### config.mk
export PLATFORM = sky130hd
export DESIGN_NAME = odo_scan_tx
export DESIGN_NICKNAME = d
export VERILOG_FILES = /design/src/rtl/odo_scan_pkg.sv /design/src/rtl/odo_scan_tx.sv
export SDC_FILE = /design/constraint.sdc
export NUM_CORES = 1
export LEC_CHECK = 0
export BUFFER_PORTS_ARGS = -buffer_cell sky130_fd_sc_hd__buf_2
export CAP_MARGIN = 20
export CORE_ASPECT_RATIO = 0.5
export CORE_UTILIZATION = 56
export CTS_CLUSTER_SIZE = 12
export DETAILED_ROUTE_END_ITERATION = 6
export GPL_ROUTABILITY_DRIVEN = 0
export PLACE_DENSITY = 0.79
export SYNTH_ARGS = -nofsm -noshare
export SYNTH_HDL_FRONTEND = slang
export SYNTH_SLANG_ARGS = --single-unit
### constraint.sdc
create_clock -name CLK -period 2.3 [get_ports CLK]
set_input_delay 0.115 -clock CLK [delete_from_list [all_inputs] [get_ports CLK]]
set_output_delay 0.115 -clock CLK [all_outputs]
set_load 0.02 [all_outputs]
### src/rtl/odo_scan_pkg.sv
// odo_scan_pkg: shared types and constants for the odometer scan transmitter.
//   state_e    - transmitter FSM states (IDLE, SHIFT, GAP), 2-bit encoding
//   PAR_BITS   - 1 when ODO_SCAN_TX_PARITY_EN is defined (trailing parity bit), else 0
//   cnt_width  - bit-counter width for a given payload width
package odo_scan_pkg;

  typedef enum logic [1:0] {
    ST_IDLE  = 2'd0,
    ST_SHIFT = 2'd1,
    ST_GAP   = 2'd2
  } state_e;

`ifdef ODO_SCAN_TX_PARITY_EN
  localparam int unsigned PAR_BITS = 1;
`else
  localparam int unsigned PAR_BITS = 0;
`endif

  // Wide enough to hold DATA_W+1 without wrapping.
  function automatic int unsigned cnt_width(input int unsigned data_w);
    return $clog2(data_w + 2);
  endfunction

endpackage

### src/rtl/odo_scan_tx.sv
// odo_scan_tx: parallel-to-serial transmitter for the odometer readout path.
// Captures a DATA_W-bit word on a LOAD_VALID/LOAD_READY handshake and shifts
// it out MSB-first, one bit per CLK, followed by GAP_CYC forced idle cycles.
// Optional macro ODO_SCAN_TX_PARITY_EN appends an even-parity bit to each frame.
// Ports:
//   CLK         in   clock, posedge
//   RST_N       in   async active-low reset
//   LOAD_VALID  in   DATA_IN holds a word to transmit
//   LOAD_READY  out  word can be accepted this cycle
//   DATA_IN     in   parallel word (sampled on handshake only)
//   SHIFT_OUT   out  registered serial data
//   SHIFT_VALID out  SHIFT_OUT carries a frame bit
//   FRAME_START out  first (MSB) bit of a frame
//   BUSY        out  in SHIFT or GAP
module odo_scan_tx
  import odo_scan_pkg::*;
#(
  parameter int unsigned DATA_W  = 24,
  parameter int unsigned GAP_CYC = 2
) (
  input  logic              CLK,
  input  logic              RST_N,
  input  logic              LOAD_VALID,
  output logic              LOAD_READY,
  input  logic [DATA_W-1:0] DATA_IN,
  output logic              SHIFT_OUT,
  output logic              SHIFT_VALID,
  output logic              FRAME_START,
  output logic              BUSY
);

  localparam int unsigned   CW        = cnt_width(DATA_W);
  localparam logic [CW-1:0] FRAME_LEN = CW'(DATA_W + PAR_BITS);
  localparam logic [3:0]    GAP_LEN   = 4'(GAP_CYC);

  state_e              state_q, state_d;
  logic [DATA_W-1:0]   sh_q, sh_d;
  logic [CW-1:0]       cnt_q, cnt_d;
  logic [3:0]          gap_q, gap_d;
  logic                out_q, out_d;
  logic                vld_q, vld_d;
  logic                fs_q, fs_d;
  logic                rdy_en_q;
  logic                load_ready;
  logic                next_bit;

`ifdef ODO_SCAN_TX_PARITY_EN
  logic par_q, par_d;
  // cnt_q==2 means the data bit on SHIFT_OUT is bit 0; parity goes next.
  assign next_bit = (cnt_q == CW'(2)) ? par_q : sh_q[DATA_W-1];
`else
  assign next_bit = sh_q[DATA_W-1];
`endif

  // rdy_en_q keeps LOAD_READY low while held in reset and until the first
  // edge after release, even though the state register already reads IDLE.
  assign load_ready  = (state_q == ST_IDLE) && rdy_en_q;
  assign LOAD_READY  = load_ready;
  assign SHIFT_OUT   = out_q;
  assign SHIFT_VALID = vld_q;
  assign FRAME_START = fs_q;
  assign BUSY        = (state_q != ST_IDLE);

  // cnt_q counts bits still to be presented, including the one on SHIFT_OUT.
  always_comb begin
    state_d = state_q;
    sh_d    = sh_q;
    cnt_d   = cnt_q;
    gap_d   = gap_q;
    out_d   = out_q;
    vld_d   = vld_q;
    fs_d    = fs_q;
`ifdef ODO_SCAN_TX_PARITY_EN
    par_d   = par_q;
`endif
    unique case (state_q)
      ST_IDLE: begin
        out_d = 1'b0;
        vld_d = 1'b0;
        fs_d  = 1'b0;
        if (LOAD_VALID && load_ready) begin
          state_d = ST_SHIFT;
          out_d   = DATA_IN[DATA_W-1];
          vld_d   = 1'b1;
          fs_d    = 1'b1;
          sh_d    = DATA_IN << 1;
          cnt_d   = FRAME_LEN;
`ifdef ODO_SCAN_TX_PARITY_EN
          par_d   = ^DATA_IN;
`endif
        end
      end
      ST_SHIFT: begin
        fs_d = 1'b0;
        if (cnt_q == CW'(1)) begin
          out_d = 1'b0;
          vld_d = 1'b0;
          cnt_d = '0;
          if (GAP_CYC != 0) begin
            state_d = ST_GAP;
            gap_d   = GAP_LEN;
          end else begin
            state_d = ST_IDLE;
          end
        end else begin
          cnt_d = cnt_q - CW'(1);
          out_d = next_bit;
          sh_d  = sh_q << 1;
        end
      end
      ST_GAP: begin
        out_d = 1'b0;
        vld_d = 1'b0;
        fs_d  = 1'b0;
        if (gap_q <= 4'd1) begin
          state_d = ST_IDLE;
          gap_d   = '0;
        end else begin
          gap_d = gap_q - 4'd1;
        end
      end
      default: begin
        state_d = ST_IDLE;
        out_d   = 1'b0;
        vld_d   = 1'b0;
        fs_d    = 1'b0;
      end
    endcase
  end

  always_ff @(posedge CLK or negedge RST_N) begin
    if (!RST_N) begin
      state_q  <= ST_IDLE;
      sh_q     <= '0;
      cnt_q    <= '0;
      gap_q    <= '0;
      out_q    <= 1'b0;
      vld_q    <= 1'b0;
      fs_q     <= 1'b0;
      rdy_en_q <= 1'b0;
`ifdef ODO_SCAN_TX_PARITY_EN
      par_q    <= 1'b0;
`endif
    end else begin
      state_q  <= state_d;
      sh_q     <= sh_d;
      cnt_q    <= cnt_d;
      gap_q    <= gap_d;
      out_q    <= out_d;
      vld_q    <= vld_d;
      fs_q     <= fs_d;
      rdy_en_q <= 1'b1;
`ifdef ODO_SCAN_TX_PARITY_EN
      par_q    <= par_d;
`endif
    end
  end

endmodule

After elaboration in Yosys (flattened, before gate mapping)
Cells that the tools add are included.
{ "totals": {"in_bits": 27, "reg_bits": 39, "output_inout_bits": 5, "elab_cells": 48} }
{ "classes": {"mux": 20, "order_cmp": 1, "add_sub_neg": 2, "n_reduce_logical": 10, "eq_ne": 7} }
{ "ops": {"columns": ["cell", "count"], "rows": [
  ["$mux W24", 2],
  ["$pmux W24 S2", 1],
  ["$mux W5", 2],
  ["$pmux W5 S2", 1],
  ["$mux W4", 2],
  ["$pmux W4 S2", 1],
  ["$mux W2", 3],
  ["$ne A2 B2 Y1 const B", 3],
  ["$pmux W2 S3", 1],
  ["$reduce_and A3 Y1", 2],
  ["$reduce_bool A2 Y1", 3],
  ["$eq A5 B1 Y1 const B", 1],
  ["$mux W1", 5],
  ["$sub A5 B1 Y5 const B", 1],
  ["$le A4 B1 Y1 const B", 1],
  ["$pmux W1 S2", 2],
  ["$reduce_and A2 Y1", 2],
  ["$sub A4 B1 Y4 const B", 1],
  ["$eq A2 B1 Y1 const B", 1],
  ["$eq A2 B2 Y1 const B", 1],
  ["$logic_and A1 B1 Y1", 2],
  ["$logic_not A2 Y1", 1],
  ["$ne A2 B1 Y1 const B", 1]
]} }

Logic depth before layout (Yosys ltp)
{ "logic_depth": {"ltp_word": 5, "mapped_depth": 6, "depth_no_buf": 5} }

Least setup slack after synthesis
Ideal clock, no wire load.
{ "synth_path": {"path_kind": "reg2reg", "startpoint": "register cnt_q[1]", "endpoint": "register sh_q[10]", "path_stages_with_launch": 7, "setup_ps": 125, "arrival_time_ps": 1467, "setup_slack_ps": 708, "required_ps": 2175, "period_less_slack_ps": 1592, "path_buffers": 1, "cell_sequence": "dfrtp_1 -> inv_1 -> ha_1 -> nor4b_4 -> o21ai_4 -> buf_6 -> mux2_4"} }
{ "synth_between": {"elab_chain_cells": 3} }
{ "synth_rtl": {"columns": ["element", "line", "text"], "rows": [
  ["start: declaration", "odo_scan_tx.sv:38", "logic [CW-1:0] cnt_q, cnt_d;"],
  ["start signal: assignment", "odo_scan_tx.sv:147", "cnt_q <= cnt_d;"],
  ["$eq A5 B1 Y1", "odo_scan_tx.sv:95", "if (cnt_q == CW'(1)) begin"],
  ["$ne A2 B2 Y1 (no source line)", null, null],
  ["$reduce_and A3 Y1 (no source line)", null, null],
  ["end signal: assignment", "odo_scan_tx.sv:134", "sh_q <= '0;"],
  ["end signal: assignment", "odo_scan_tx.sv:146", "sh_q <= sh_d;"],
  ["end: declaration", "odo_scan_tx.sv:37", "logic [DATA_W-1:0] sh_q, sh_d;"]
]} }
No other way between the ends.
A chain may end at the register's enable or synchronous reset.

Final worst setup path
{ "layout_path": {"startpoint": "register cnt_q[1]", "endpoint": "register sh_q[8]"} }
The elaborated chain is that of the path after synthesis.

==> impl_results.md <==
* Slew HR at about 43%
* Area share of the largest cell type after synthesis at between 40% and 50%
* Register bit total from synthesis at 38
* Fillers at 239
* TritonRoute pass-1 iters at 4
* CP max stage cell: dfrtp_1
* Hold WC Path Type: input port to register
* Fin Setup TNS at 0 ns
* Max Slew Vio Count at 0
* Worst path bufs/invs at 2
* Placed insts at roughly 220
* Layout area overhead at 14.7%
* Worst Setup End Kind: register
* Most frequent cells in the layout: dfrtp_1, buf_2, mux2_2
* Post-CTS Hold Buffers at 1
* Iteration-0 DRC Markers at between 80 and 90
* Worst-path clk slew at approximately 0.080 ns
* PnR worst setup slack at a little under 0.5 ns
* Worst-path cell chain: inv_1 -> ha_1 -> nor4b_4 -> o21ai_4 -> buf_12 -> mux2_4
* Max Cap Viol at 0
* Gr usage total at 21.5%
* CP Launch Type: register
* Yosys warnings at 0
* Crit path DAT at 1.98 ns
* Detailed-route wire length per cell at 15.6 um
* GRT Residual Overflow at 0
* Post-synthesis cell type count at 37
* H-tree depth at 2
* Syn avg cell area at 13.6 sq um
* Seq/Total Area, Yosys at between 40% and 50%
* Asr flop ratio synth at 100%
* Initial antenna violation count at 0
* Root buffer cell: clkbuf_8
* Vias/cell at 5.45
* Status: completed
* CTS sink cnt at 38
* Synth Flop Type: dfrtp_1
* Mapped cell area at approximately 0.0020 sq mm
* Total Nets Final at between 200 and 250
* Crit path max-delay family: flip-flops
* Reg-to-reg critical path startpoint: cnt_q[1]
* Post-CTS setup buffers at 0
* Post-synth EDFFs at 0
* DR DRC count at 0
* Biggest area consumer among synthesized cells: dfrtp_1
* Post-Place Worst Slack at between 0.5 and 0.6 ns
* Peak supply drop at between 0.8 and 0.9 mV
* Commonest non-fill, non-tap cell in the layout: dfrtp_1
* Die span in y at 44.1 um
* Hold Vio Cnt, Final at 0
* Starting density of the core at around 62%
* Vias at roughly 1300
* Worst Skew at 0.00346 ns
* Maximum clock rate at between 0.5 and 0.6 GHz
* Pwr per Cell Area at approximately 1500 mW/mm^2
* Routed Wire Length at 3.62 mm
* CTS tree: done
* Largest cells by area after synthesis: dfrtp_1, mux2_2, mux2_4
* Antenna cell count at 0
* Worst-margin pin slew at about 0.86 ns
* Leak Pwr at between 1 and 1.5 nW
* HP Start: DATA_IN[23]
* Global-route wire length before repair at ~6.1 mm
* Post_cts resized at 0
* Vias in the first global route at around 1300
* Post-Layout Cell Count at between 200 and 250
* Placed inst area at 0.00218 sq mm
* Critical path's largest stage delay at approximately 0.42 ns
* Largest net degree at the start of global routing at 39
* CP max FO at 24
* RSZ-0062 raised after global routing: false
* Finished Cell Area at about 0.0023 sq mm
* Die area at 0.00381 sq mm
* Core area at between 0.003 and 0.004 sq mm
* Post-Syn Instances at 146
* Period utilization at between 70% and 80%
* Port buffer count at 31
* # setup viols final at 0
* WP data required at ~2.5 ns
* I/O Pins at 32
* CTS max path bufs at 2
* TritonCTS buffer count at 5
* Layout cells sized above 1 at 49.7%
* Clk Latency, worst-skew pair at around 0.28 ns
* Mapped Nets at around 180
* Setup crit start: cnt_q[1]
* Die Wd at around 86 um
* Rows at 14
* Post-DP HPWL at between 2 and 2.5 mm
* CP Class: register to register
* Remaining antenna violation count at 0
* Post-layout minimum cycle time at 1.81 ns
per-stage QoR:
| step | hold slack, ns | power (mW) | util, % |
|---|---|---|---|
| final | 0.0462 | 3.34 | 71.6 |
| after CTS | 0.0405 | 3.35 | 71.6 |
| after global routing | 0.0440 | 3.54 | 71.6 |
| after global placement | 0.260 | 2.77 | 68.4 |
| after floorplan | -0.181 | 2.58 | - |
| after detailed placement | 0.271 | 2.86 | 68.4 |
where the power goes:
part	leakage (nW)	switching, mW	internal [mW]
Sequential	0.463	0.227	0.974
Clock	0.0482	0.237	0.242
Combinational	0.597	0.656	1.00
cell usage after synthesis (2+ instances only):
cell type   n
o21ai_0     3
nor3_1      3
inv_1       8
a21o_1      2
ha_1        4
nand2b_1    2
nor2b_1     4
nor2_1      4
mux2_2     26
nand2_1     2
mux2_4     18
dfrtp_1    38
nand3_1     4
buf_6       5
path summary, 6_finish.rpt:
check | end | slack (ns) | cells past startpoint
min | SHIFT_OUT | 0.05 | 2
max | sh_q[8] | 0.49 | 6
min in group asynchronous | sh_q[18] | 0.47 | 2
min reg2reg | SHIFT_VALID | 0.50 | 1
max reg2reg | sh_q[8] | 0.49 | 6
max in group asynchronous | sh_q[21] | 1.28 | 2
layout make-up:
class / instances / area [sq um] / share of cell area, %
tap: 48 / 60.1 / 2.63
timing repair buffer: 35 / 200 / 8.77
inverter: 8 / 30.0 / 1.32
clock inverter: 1 / 5.00 / 0.219
sequential: 38 / 951 / 41.7
multi-input combinational: 94 / 950 / 41.6
clock buffer: 7 / 86.3 / 3.78
kinds of logic (layout without fill, tap and decap cells):
logic type	count (synthesis)	in the layout	synth area share, %
multiplexers	44	44	28.3
adder cells (fa/ha/maj)	4	4	2.52
AND/OR/NAND/NOR	24	24	8.05
flip-flops	38	38	47.8
XOR/XNOR	1	1	0.440
other	1	1	0.188
buffers and inverters	14	51	4.59
AO/OA/AOI/OAI	20	20	8.11
state kept, by name (all words and copies together) (netlist names):
name,count
FRAME_START,1
SHIFT_OUT,1
SHIFT_VALID,1
cnt_q,5
gap_q,4
rdy_en_q,1
sh_q,23
state_q,2
layer usage:
layer	share of wire (%)	routed length [um]	GRT usage, %	up-vias
met2	48	1750	35.4	20
li1	-	-	-	596
met5	0	0	0	-
met4	0.30	11	4.00	0
met3	3.9	142	5.78	2
met1	47	1720	29.4	640
No activity file was read; power rests on OpenSTA's default activity.
